==> config.mk <==
export PLATFORM = sky130hd
export DESIGN_NAME = fetch_stage
export DESIGN_NICKNAME = d
export VERILOG_FILES = /design/src/rtl/fetch_stage.sv
export SDC_FILE = /design/constraint.sdc
export NUM_CORES = 1
export LEC_CHECK = 0
export CAP_MARGIN = 25
export CELL_PAD_IN_SITES_DETAIL_PLACEMENT = 1
export CELL_PAD_IN_SITES_GLOBAL_PLACEMENT = 1
export CORE_MARGIN = 2
export CORE_UTILIZATION = 28
export CTS_BUF_LIST = sky130_fd_sc_hd__clkbuf_4
export DETAILED_ROUTE_END_ITERATION = 12
export PLACE_DENSITY_LB_ADDON = 0.1
export RECOVER_POWER = 25
export SETUP_SLACK_MARGIN = 0.2
export SLEW_MARGIN = 30
export SYNTH_ARGS = -nofsm -noshare
export SYNTH_HDL_FRONTEND = slang
export SYNTH_SLANG_ARGS = --single-unit
==> constraint.sdc <==
create_clock -name clk -period 16.66 [get_ports clk]
set_clock_uncertainty 0.2 [all_clocks]
set_input_delay 4.998 -clock clk [delete_from_list [all_inputs] [get_ports clk]]
set_output_delay 4.998 -clock clk [all_outputs]
set_load 0.02 [all_outputs]
==> src/rtl/fetch_stage.sv <==
// Instruction-fetch stage: issues one imem read per registered pc, buffers
// returned words in a 2-entry queue for decode, and computes the PC register input.
module fetch_stage #(
    parameter int unsigned AW     = 32,
    parameter int unsigned DW     = 32,
    parameter int unsigned QDEPTH = 2
) (
    input  logic          clk,
    input  logic          reset,
    input  logic [AW-1:0] pc,
    output logic [AW-1:0] pc_next,
    output logic          imem_req,
    output logic [AW-1:0] imem_addr,
    input  logic          imem_rvalid,
    input  logic [DW-1:0] imem_rdata,
    input  logic          redirect_valid,
    input  logic [AW-1:0] redirect_target,
    output logic          id_valid,
    input  logic          id_ready,
    output logic [DW-1:0] id_instr,
    output logic [AW-1:0] id_pc
);

    typedef enum logic [1:0] {
        FETCH = 2'd0,
        WAIT  = 2'd1,
        DRAIN = 2'd2
    } state_t;

    state_t        state, state_nxt;
    logic [1:0]    count;
    logic          rd_ptr, wr_ptr;
    logic [DW-1:0] instr_q [QDEPTH];
    logic [AW-1:0] pc_q    [QDEPTH];
    logic          push, pop;

    assign imem_addr = {pc[AW-1:2], 2'b00};
    assign id_valid  = (count != 2'd0);
    assign id_instr  = instr_q[rd_ptr];
    assign id_pc     = pc_q[rd_ptr];
    // A redirect flushes the queue, so a same-cycle handshake is not honoured.
    assign pop       = id_valid && id_ready && !redirect_valid;

    always_comb begin
        state_nxt = state;
        pc_next   = pc;
        push      = 1'b0;
        imem_req  = (state == FETCH) && (count < 2'(QDEPTH)) && !redirect_valid && !reset;
        if (reset) begin
            state_nxt = FETCH;
        end else if (redirect_valid) begin
            pc_next = redirect_target;
            case (state)
                WAIT, DRAIN: state_nxt = imem_rvalid ? FETCH : DRAIN;
                default:     state_nxt = FETCH;
            endcase
        end else begin
            case (state)
                FETCH: if (imem_req) state_nxt = WAIT;
                WAIT: begin
                    if (imem_rvalid) begin
                        push      = 1'b1;
                        pc_next   = pc + AW'(4);
                        state_nxt = FETCH;
                    end
                end
                DRAIN:   if (imem_rvalid) state_nxt = FETCH;
                default: state_nxt = FETCH;
            endcase
        end
    end

    always_ff @(posedge clk) begin
        if (reset) begin
            state  <= FETCH;
            count  <= '0;
            rd_ptr <= 1'b0;
            wr_ptr <= 1'b0;
        end else begin
            state <= state_nxt;
            if (redirect_valid) begin
                count  <= '0;
                rd_ptr <= 1'b0;
                wr_ptr <= 1'b0;
            end else begin
                if (push) wr_ptr <= wr_ptr + 1'b1;
                if (pop)  rd_ptr <= rd_ptr + 1'b1;
                case ({push, pop})
                    2'b10:   count <= count + 2'd1;
                    2'b01:   count <= count - 2'd1;
                    default: count <= count;
                endcase
            end
        end
    end

    always_ff @(posedge clk) begin
        if (push) begin
            instr_q[wr_ptr] <= imem_rdata;
            pc_q[wr_ptr]    <= pc;
        end
    end

endmodule

==> results of run 1 <==
## worst min-delay path: stages, from the launching register on
cell,delay (ns)
sky130_fd_sc_hd__dfxtp_1,0.35
sky130_fd_sc_hd__xor2_1,0.08
sky130_fd_sc_hd__nor2_1,0.07
## routing by layer
metal | routed length, µm | part of all wire | vias up
met5 | 0 | 0 | -
met4 | 183 | 0.0094 | 0
met3 | 950 | 0.049 | 18
met2 | 9430 | 0.49 | 149
met1 | 8860 | 0.46 | 2398
li1 | - | - | 2235
## registers in the layout, summed over array words and instances, names as in the netlist, named ones only
| name | flops |
|---|---|
| wr_ptr | 1 |
| pc_q | 64 |
| rd_ptr | 1 |
| instr_q | 64 |
| state | 2 |
| count | 2 |
## synthesized netlist by cell type (5+ instances only)
library cell	instances	area, µm²
sky130_fd_sc_hd__buf_4	32	240
sky130_fd_sc_hd__o21ai_0	17	85.1
sky130_fd_sc_hd__edfxtp_1	128	3840
sky130_fd_sc_hd__nand4_1	7	43.8
sky130_fd_sc_hd__nor3_1	13	65.1
sky130_fd_sc_hd__clkbuf_1	20	75.1
sky130_fd_sc_hd__mux2_2	64	721
sky130_fd_sc_hd__and3_1	5	31.3
sky130_fd_sc_hd__o22ai_1	6	37.5
sky130_fd_sc_hd__a21oi_1	15	75.1
sky130_fd_sc_hd__and4_1	6	52.6
sky130_fd_sc_hd__dfxtp_1	7	140
sky130_fd_sc_hd__a22oi_1	12	90.1
sky130_fd_sc_hd__nand3_1	21	105
sky130_fd_sc_hd__inv_1	11	41.3
sky130_fd_sc_hd__nand2_1	27	101
sky130_fd_sc_hd__nor2_1	34	128
## layout make-up
cell class / instances / area (µm²)
clock inverter: 14 / 185
multi-input combinational: 286 / 2070
clock buffer: 18 / 135
timing repair buffer: 233 / 2350
inverter: 11 / 41.3
fill: 2412 / 13400
sequential: 135 / 3990
antenna: 2 / 5.00
tap: 285 / 357
## power groups by stage
stage                     combinational (mW)  clock (mW)  sequential, mW
final                                  0.100       0.248           0.373
after global routing                   0.107       0.272           0.374
after CTS                              0.103       0.258           0.373
after detailed placement               0.103           0           0.381
after global placement                 0.101           0           0.381
after floorplan                       0.0441           0           0.381
## placed cells by master (no fill, tap or decap), types with 3 or more instances in the layout
cell type and count:
sky130_fd_sc_hd__nor4_1 4, sky130_fd_sc_hd__nor2_1 32, sky130_fd_sc_hd__inv_1 11, sky130_fd_sc_hd__xor2_1 3
sky130_fd_sc_hd__nor3_1 13, sky130_fd_sc_hd__and4_1 6, sky130_fd_sc_hd__mux2i_1 3, sky130_fd_sc_hd__o311ai_0 4
sky130_fd_sc_hd__clkbuf_4 18, sky130_fd_sc_hd__nand2_1 27, sky130_fd_sc_hd__ha_1 4, sky130_fd_sc_hd__a311oi_1 3
sky130_fd_sc_hd__buf_4 3, sky130_fd_sc_hd__and3_1 5, sky130_fd_sc_hd__clkdlybuf4s50_1 179, sky130_fd_sc_hd__nand4_1 7
sky130_fd_sc_hd__inv_6 6, sky130_fd_sc_hd__bufinv_16 3, sky130_fd_sc_hd__dfxtp_1 6, sky130_fd_sc_hd__edfxtp_1 128
sky130_fd_sc_hd__o22ai_1 6, sky130_fd_sc_hd__nand3_1 21, sky130_fd_sc_hd__dlygate4sd3_1 49, sky130_fd_sc_hd__a22oi_1 12
sky130_fd_sc_hd__mux2_2 64, sky130_fd_sc_hd__a31oi_1 4, sky130_fd_sc_hd__o21ai_0 17, sky130_fd_sc_hd__a21oi_1 15
## metrics by stage
stage	std cells	hold slack [ns]	setup slack, ns
after floorplan	487	0.265	4.82
after global placement	948	0.286	3.27
after detailed placement	949	0.292	3.22
after CTS	981	0.332	3.20
after global routing	984	0.352	3.15
final	984	0.333	3.45
## worst min path at each step
| stage | end | cells past startpoint |
|---|---|---|
| after global routing | state[1] | 2 |
| final | flop | 2 |
| after CTS | flop | 2 |
| after detailed placement | flop | 2 |
| after global placement | state[1] | 2 |
| after floorplan | state[1] | 2 |
## kinds of logic after synthesis
| family | count (synthesis) | share of synthesized area |
|---|---|---|
| AO/OA/AOI/OAI | 74 | 0.0762 |
| XOR/XNOR | 4 | 0.00547 |
| adder cells (fa/ha/maj) | 4 | 0.00782 |
| buffers and inverters | 66 | 0.0579 |
| flip-flops | 135 | 0.622 |
| multiplexers | 67 | 0.117 |
| other | 1 | 0.000586 |
| AND/OR/NAND/NOR | 135 | 0.112 |
==> key figures, run 1 <==
Worst setup path
  • Slowest stage delay, CP: 0.71 ns
  • Worst setup path startpoint: pc[2]
  • Critical path arrival: 8.01 ns
  • Endpoint of the lowest-slack register-to-register path: pc_q[0][24]
  • Setup crit start kind: primary input
  • Critical Path Stages: 8
  • Reg2Reg Launch Point: state[1]
  • Worst reg-to-reg path cell count: 7
  • Maximum fanout along the worst path: 8
  • Critical Path RT: 11.46 ns
  • Slowest stage cell, crit path: sky130_fd_sc_hd__dlygate4sd3_1
  • Slack of the worst reg-to-reg path: between 10 and 15 ns
  • Last element of the critical path: pc_next[26]
  • Critical path's top delay family: buffers and inverters
  • Sort of element at the end of the critical path: primary output
  • Sequence of cells on the critical path: dlygate4sd3_1 > ha_1 > nand3_1 > nor3_2 > and3_1 > a211oi_1 > nor3_1 > clkdlybuf4s50_1
  • Sum of buffers and inverters on the critical path: 2
  • Setup Crit Path Kind: in2out

Floorplanning
  • Die span in y: 155 µm
  • CORE AREA: roughly 23000 µm²
  • Chip Width: 155 µm
  • Rows: 55
  • Die area: about 24000 µm²
  • Effective utilization at floorplan: 0.284
  • Io pins: between 200 and 250

Place
  • Count of port buffers added during placement: 228
  • Standard cell area after detailed placement: 8770 µm²
  • Post-detail-place hpwl: 13300 µm
  • Final RePlAce weighted congestion: 0.742

Pwr
  • Internal portion of total power: about 0.53 mW
  • P_leak: 3.02 nW
  • Clock Power Share: 0.344
  • Combinational share of power: 0.139
  • Worst voltage drop across the vdd grid: 0.0330 mV
  • Overall power of the completed layout: just over 0.7 mW
  • Pwr Density: 79.0 nW/µm²
  • Sequential group share of total power: 0.518
  • Total net switching power: 0.190 mW
  • Share of total power consumed by net switching: 0.264

Clock network
  • Total number of H-tree levels: 4
  • CTS tree: built
  • Cts repair resizes: 0
  • Sinks on Clock Net: 135
  • Post-CTS Setup Repair Bufs: 0
  • Num CTS Buffers: 17
  • CTS Root Buffer Type: sky130_fd_sc_hd__clkbuf_4
  • Worst-case clock buffer depth: 2
  • CTS clock-pin slew for the worst setup and hold paths: 0.12 ns
  • Number of buffers inserted by hold repair at cts: 0
  • Clk_lat worst skew: 0.54 ns

Drt
  • Post-DRT Antenna Nets: 0
  • Drt pass-1 iters: 4
  • Routed via count: 4800
  • Count of unresolved DRC violations after routing: 0
  • Drt wl/cell: 19.7 µm
  • Violation count after the first detailed-routing iteration: about 260
  • Number of vias per cell after detailed routing: 4.88
  • Total length of routed wires: 19400 µm

Global routing
  • Global route total overflow: 0
  • Gr busiest metal: met2
  • GR Util All Layers: 0.163
  • Pin count of the biggest net entering global routing: 65
  • Grt met2 use: 0.273
  • Vias in the first global route: 5143
  • Number of antenna violations at the first check in global routing: 1
  • Wire length of the first global-routing pass: 29900 µm
  • Met1 global-route usage: 0.211
  • Met3 Resource Use GR: 0.0432

STA
  • Final Setup Violations: 0
  • Maximum frequency from static timing analysis: between 70 and 80 MHz
  • RSZ-0062 raised after global routing: false
  • Final Hold Fails: 0
  • Tmin final: 13.21 ns
  • Max Slew Vio Count: 0
  • Setup_tns: 0 ns
  • Transition time of the tightest slew-check pin: 0.815 ns
  • Period utilisation layout: 0.793
  • Slew headroom: 0.457

Synth
  • Distinct cell type count of the synthesized netlist: 52
  • Register bit count reported by yosys: 135
  • FFs w/ async S/R, synth: 0
  • Cells after Synth: 486
  • Post-synth EDFFs: 128
  • YS warnings: 0
  • Sequential area share after synthesis: 0.622
  • Top_reg_cell synth: sky130_fd_sc_hd__edfxtp_1
  • Avg Cell Area, Syn: 13.2 µm²
  • Combined area of all synthesized cells: 6400 µm²

Layout
  • Synth-to-Final Area Change: 42.7%
  • Ratio of cells with drive above 1 in the final layout: 0.164
  • Post-layout nets: 789
  • Post-route cell area: roughly 9000 µm²
  • Final Util: 0.405

Hold path
  • Type of the worst min-delay path: reg2reg
  • Hold path startpoint: rd_ptr

Run
  • Number of violations of the max-capacitance limit: 0

Run status
  • Result of the run: finished, final reports clean
No activity file was read; power rests on OpenSTA's default activity.
==> inputs of run 2 (changes only) <==
- clock period: 16.66 -> 13.6 ns (I/O delays scaled with it)
==> key figures, run 2 (synthesis results as in run 1) <==
Worst setup path
  • Slack of the worst reg-to-reg path: around 11 ns
  • Critical Path RT: 9.32 ns
  • Maximum fanout along the worst path: 8
  • Setup Crit Path Kind: in2out
  • Critical path arrival: 7.09 ns
  • Reg2Reg Launch Point: state[1]
  • Worst reg-to-reg path cell count: 7
  • Sort of element at the end of the critical path: primary output
  • Setup crit start kind: primary input
  • Endpoint of the lowest-slack register-to-register path: pc_q[0][20]

Layout
  • Post-route cell area: 9140 µm²
  • Synth-to-Final Area Change: 42.8%
  • Commonest non-fill, non-tap cell in the layout: sky130_fd_sc_hd__clkdlybuf4s50_1
  • Most used cells in the layout excluding fill and tap cells: sky130_fd_sc_hd__clkdlybuf4s50_1, sky130_fd_sc_hd__edfxtp_1, sky130_fd_sc_hd__mux2_2
  • Ratio of cells with drive above 1 in the final layout: 0.164
  • Seq. cell area: between 3000 and 4000 µm²
  • Largest registers in the final layout: instr_q: 64 flops, pc_q: 64 flops
  • Post-layout nets: approximately 790
  • Total area of multi-input combinational cells: 2070 µm²
  • Fillers: between 2000 and 2500

Floorplanning
  • Die area: 24100 µm²
  • Rows: 55
  • Io pins: 231
  • CORE AREA: 22600 µm²
  • Chip Width: between 150 and 200 µm
  • Die span in y: between 150 and 200 µm
  • Effective utilization at floorplan: 0.284

Hold path
  • Endpoint of the worst hold-timing path: state[1]
  • Type of the worst min-delay path: reg2reg
  • Hold path startpoint: state[1]
  • Number of cells on the worst hold path: 2

Global routing
  • Number of antenna violations at the first check in global routing: 1
  • Global route total overflow: 0
  • Vias in the first global route: 5155
  • Pin count of the biggest net entering global routing: 65
  • Wire length of the first global-routing pass: 29600 µm
  • GR Util All Layers: 0.162

Clock network
  • CTS tree: built
  • CTS clock-pin slew for the worst setup and hold paths: 0.13 ns
  • CTS Root Buffer Type: sky130_fd_sc_hd__clkbuf_4
  • Total number of H-tree levels: 4
  • Num CTS Buffers: 17
  • Post-CTS Setup Repair Bufs: 0
  • Number of buffers inserted by hold repair at cts: 0
  • Worst-case clock buffer depth: 2
  • Sinks on Clock Net: 135
  • Cts repair resizes: 0
  • Clk_lat worst skew: 0.54 ns

STA
  • Final Hold Fails: 0
  • Transition time of the tightest slew-check pin: 0.778 ns
  • RSZ-0062 raised after global routing: false
  • Worst Slack Setup Final: 2.23 ns
  • Maximum frequency from static timing analysis: 88.0 MHz
  • Final Setup Violations: 0
  • Slew headroom: 0.480
  • Setup_tns: 0 ns
  • Period utilisation layout: 0.836
  • Max Slew Vio Count: 0
  • Tmin final: 11.37 ns

Pwr
  • Combinational share of power: 0.139
  • P_leak: ~3.0 nW
  • Worst voltage drop across the vdd grid: 0.0385 mV
  • Total net switching power: 0.233 mW
  • Sequential group share of total power: 0.517
  • Internal portion of total power: 0.651 mW
  • Clock Power Share: 0.344
  • Pwr Density: a little under 100 nW/µm²
  • Share of total power consumed by net switching: 0.264

Run status
  • Result of the run: finished, final reports clean

Place
  • Worst setup timing slack at the placement stage: between 1.5 and 2 ns
  • Count of port buffers added during placement: ~230
  • Standard cell area after detailed placement: just under 9000 µm²
  • Post-detail-place hpwl: approximately 13000 µm
  • Final RePlAce weighted congestion: 0.748

Drt
  • Count of unresolved DRC violations after routing: 0
  • Drt pass-1 iters: 5
  • Drt wl/cell: 19.9 µm
  • Violation count after the first detailed-routing iteration: about 210
  • Total length of routed wires: 19600 µm
  • Number of vias per cell after detailed routing: a little under 5
  • Routed via count: roughly 4800
  • Post-DRT Antenna Nets: 0

Run
  • Number of violations of the max-capacitance limit: 0
run 2: through the flow:
| stage | hold WS, ns | util | instances | total power [mW] |
|---|---|---|---|---|
| after CTS | 0.326 | 0.403 | 981 | 0.902 |
| after detailed placement | 0.307 | 0.389 | 949 | 0.593 |
| after global placement | 0.283 | 0.388 | 948 | 0.591 |
| final | 0.330 | 0.405 | 984 | 0.884 |
| after global routing | 0.372 | 0.405 | 984 | 0.922 |
| after floorplan | 0.265 | - | 487 | 0.521 |
run 2: power groups by stage:
| stage | clock (mW) | combinational (mW) | sequential (mW) |
|---|---|---|---|
| global route | 0.332 | 0.132 | 0.458 |
| CTS | 0.318 | 0.127 | 0.457 |
| floorplan | 0 | 0.0541 | 0.467 |
| finish | 0.304 | 0.123 | 0.457 |
| detailed placement | 0 | 0.126 | 0.467 |
| global placement | 0 | 0.125 | 0.467 |
run 2: how the worst max path moves through the flow:
stage,start,endpoint,slack (ns)
2_1_floorplan,reset,pc_next[18],3.60
3_3_place_gp,redirect_valid,pc_next[30],2.05
3_5_place_dp,redirect_valid,pc_next[30],1.97
4_1_cts,redirect_valid,pc_next[30],1.98
5_1_grt,pc[2],pc_next[30],2.02
6_report,pc[2],pc_next[26],2.23
run 2: layout make-up:
cell class | count | share of cell area
flip-flops and latches | 135 | 0.436
repair buffers | 233 | 0.258
multi-input cells | 286 | 0.226
well taps | 285 | 0.0390
clock inverters | 14 | 0.0203
clock buffers | 18 | 0.0148
inverters | 11 | 0.00452
diodes | 2 | 0.000548
run 2: worst max-delay path, stage by stage:
cell and delay (ns):
sky130_fd_sc_hd__dlygate4sd3_1 0.71, sky130_fd_sc_hd__ha_1 0.24, sky130_fd_sc_hd__nand3_1 0.18, sky130_fd_sc_hd__nor3_2 0.45, sky130_fd_sc_hd__and3_1 0.40, sky130_fd_sc_hd__a211oi_1 0.13
sky130_fd_sc_hd__nor3_1 0.25, sky130_fd_sc_hd__clkdlybuf4s50_1 0.65
run 2: metal layers:
layer,GRT usage,share of wire,vias up
met1,0.208,0.45,2352
met3,0.0423,0.057,15
met2,0.269,0.48,159
li1,-,-,2239
met5,0,0,-
met4,0.0476,0.011,0
==> inputs of run 3 (changes only) <==
- clock period: 13.6 -> 9.68 ns (I/O delays scaled with it)
==> key figures, run 3 (synthesis results as in run 1) <==
Drt
  • Routed wire length on met3: slightly above 1000 µm
  • Met2 wire length: ~9400 µm
  • Drt pass-1 iters: 4
  • Post-DRT Antenna Nets: 0
  • Number of vias per cell after detailed routing: about 4.8
  • Count of unresolved DRC violations after routing: 0
  • Total length of routed wires: 19500 µm
  • Highest metal layer with signal wires: met4
  • Wire length on met1: 8840 µm
  • Drt wl/cell: slightly below 20 µm
  • Routed via count: roughly 4800
  • Violation count after the first detailed-routing iteration: 199

Floorplanning
  • Rows: 55
  • Chip Width: 155 µm
  • Effective utilization at floorplan: 0.284
  • Die span in y: 155 µm
  • CORE AREA: 22600 µm²
  • Io pins: 231
  • Die area: ~24000 µm²

Worst setup path
  • Sequence of cells on the critical path: dlygate4sd3_1 > clkbuf_1 > nand2_1 > nor3_1 > nand3_1 > o31a_1 > nor3_1 > clkdlybuf4s50_1
  • Reg2Reg Launch Point: state[1]
  • Maximum fanout along the worst path: 8
  • Slowest stage cell, crit path: sky130_fd_sc_hd__clkdlybuf4s50_1
  • Critical path arrival: 5.88 ns
  • Worst reg-to-reg path cell count: 7
  • Slowest stage delay, CP: about 0.66 ns
  • Endpoint of the lowest-slack register-to-register path: instr_q[0][1]
  • Setup crit start kind: primary input
  • Slack of the worst reg-to-reg path: ~6.6 ns
  • Sort of element at the end of the critical path: primary output
  • Critical Path RT: 6.58 ns
  • Setup Crit Path Kind: in2out
  • Most used cell, CP: sky130_fd_sc_hd__nor3_1

Layout
  • Final Util: 0.406
  • Ratio of cells with drive above 1 in the final layout: 0.169
  • Count of non-filler cells in the finished layout: 991
  • Commonest non-fill, non-tap cell in the layout: sky130_fd_sc_hd__clkdlybuf4s50_1
  • Total area of multi-input combinational cells: 2060 µm²
  • Post-layout nets: 797
  • Seq. cell area: 3990 µm²
  • Fillers: 2404
  • Largest registers in the final layout: instr_q: 64 flops, pc_q: 64 flops
  • Synth-to-Final Area Change: 43.3%
  • Most used cells in the layout excluding fill and tap cells: sky130_fd_sc_hd__clkdlybuf4s50_1, sky130_fd_sc_hd__edfxtp_1, sky130_fd_sc_hd__mux2_2

Clock network
  • Cts repair resizes: 0
  • Number of buffers inserted by hold repair at cts: 0
  • Post-CTS Setup Repair Bufs: 0
  • Sinks on Clock Net: 135
  • Total number of H-tree levels: 4
  • CTS Root Buffer Type: sky130_fd_sc_hd__clkbuf_4
  • Clk_lat worst skew: around 0.53 ns
  • CTS clock-pin slew for the worst setup and hold paths: 0.13 ns
  • Worst-case clock buffer depth: 2
  • Num CTS Buffers: 17
  • CTS tree: built

Pwr
  • P_leak: 3.05 nW
  • Clock Power Share: 0.346
  • Combinational share of power: 0.140
  • Pwr Density: 136 nW/µm²
  • Worst voltage drop across the vdd grid: 0.0644 mV
  • Total net switching power: 0.334 mW
  • Internal portion of total power: 0.916 mW
  • Sequential group share of total power: 0.514
  • Share of total power consumed by net switching: 0.267

STA
  • Final hold slack: 0.323 ns
  • Transition time of the tightest slew-check pin: 0.773 ns
  • Slew headroom: 0.483
  • Worst Slack Setup Final: about 0.70 ns
  • Setup_tns: 0 ns
  • Period utilisation layout: 0.928
  • Final Hold Fails: 0
  • Max Slew Vio Count: 0
  • RSZ-0062 raised after global routing: false
  • Maximum frequency from static timing analysis: 111 MHz
  • Final Setup Violations: 0
  • Tmin final: 8.98 ns

Hold path
  • Type of the worst min-delay path: reg2reg
  • Number of cells on the worst hold path: 2
  • Hold path startpoint: rd_ptr

Global routing
  • GR Util All Layers: 0.163
  • Vias in the first global route: 5249
  • Global route total overflow: 0
  • Number of antenna violations at the first check in global routing: 1
  • Wire length of the first global-routing pass: 30000 µm
  • Pin count of the biggest net entering global routing: 65

Place
  • Post-Place Cells: 957
  • Final RePlAce weighted congestion: 0.747
  • Worst setup timing slack at the placement stage: 0.728 ns
  • Post-detail-place hpwl: around 13000 µm
  • Count of port buffers added during placement: 228

Run status
  • Result of the run: finished, final reports clean

Run
  • Number of violations of the max-capacitance limit: 0
[run 3: through the flow]
step,power [mW],instance area [µm²]
3_5_place_dp,0.836,8830
2_1_floorplan,0.732,6400
3_3_place_gp,0.834,8810
5_1_grt,1.30,9180
6_report,1.25,9180
4_1_cts,1.28,9160
[run 3: critical path: cells and delay by family]
| family | cells | cell delay [ns] |
|---|---|---|
| AOI/OAI and AO/OA | 1 | 0.32 |
| buffers and inverters | 3 | 1.53 |
| and+or+nand+nor | 4 | 1.12 |
[run 3: area by class of cell]
class,count,area share
Antenna cell,1,0.000273
Clock buffer,18,0.0147
Clock inverter,14,0.0205
Inverter,11,0.00450
Multi-Input combinational cell,286,0.225
Sequential cell,135,0.435
Tap cell,285,0.0389
Timing Repair Buffer,241,0.262
[run 3: worst max path at each step]
stage / startpoint / endpoint / slack (ns)
after floorplan: reset / pc_next[18] / 2.03
after global placement: pc[12] / pc_next[30] / 0.78
after detailed placement: pc[12] / pc_next[26] / 0.73
after CTS: pc[12] / pc_next[26] / 0.74
after global routing: pc[2] / pc_next[26] / 0.43
final: pc[15] / pc_next[30] / 0.70
[run 3: metal layers]
metal	vias to the layer above	global-route usage
li1	2250	-
met1	2373	0.208
met2	151	0.275
met3	13	0.0396
met4	0	0.0485
met5	-	0
[run 3: power by group through the flow]
stage / clock, mW / combinational, mW / sequential, mW
final: 0.433 / 0.175 / 0.642
after global routing: 0.466 / 0.188 / 0.643
after CTS: 0.453 / 0.182 / 0.643
after detailed placement: 0 / 0.180 / 0.656
after global placement: 0 / 0.178 / 0.656
after floorplan: 0 / 0.0760 / 0.656
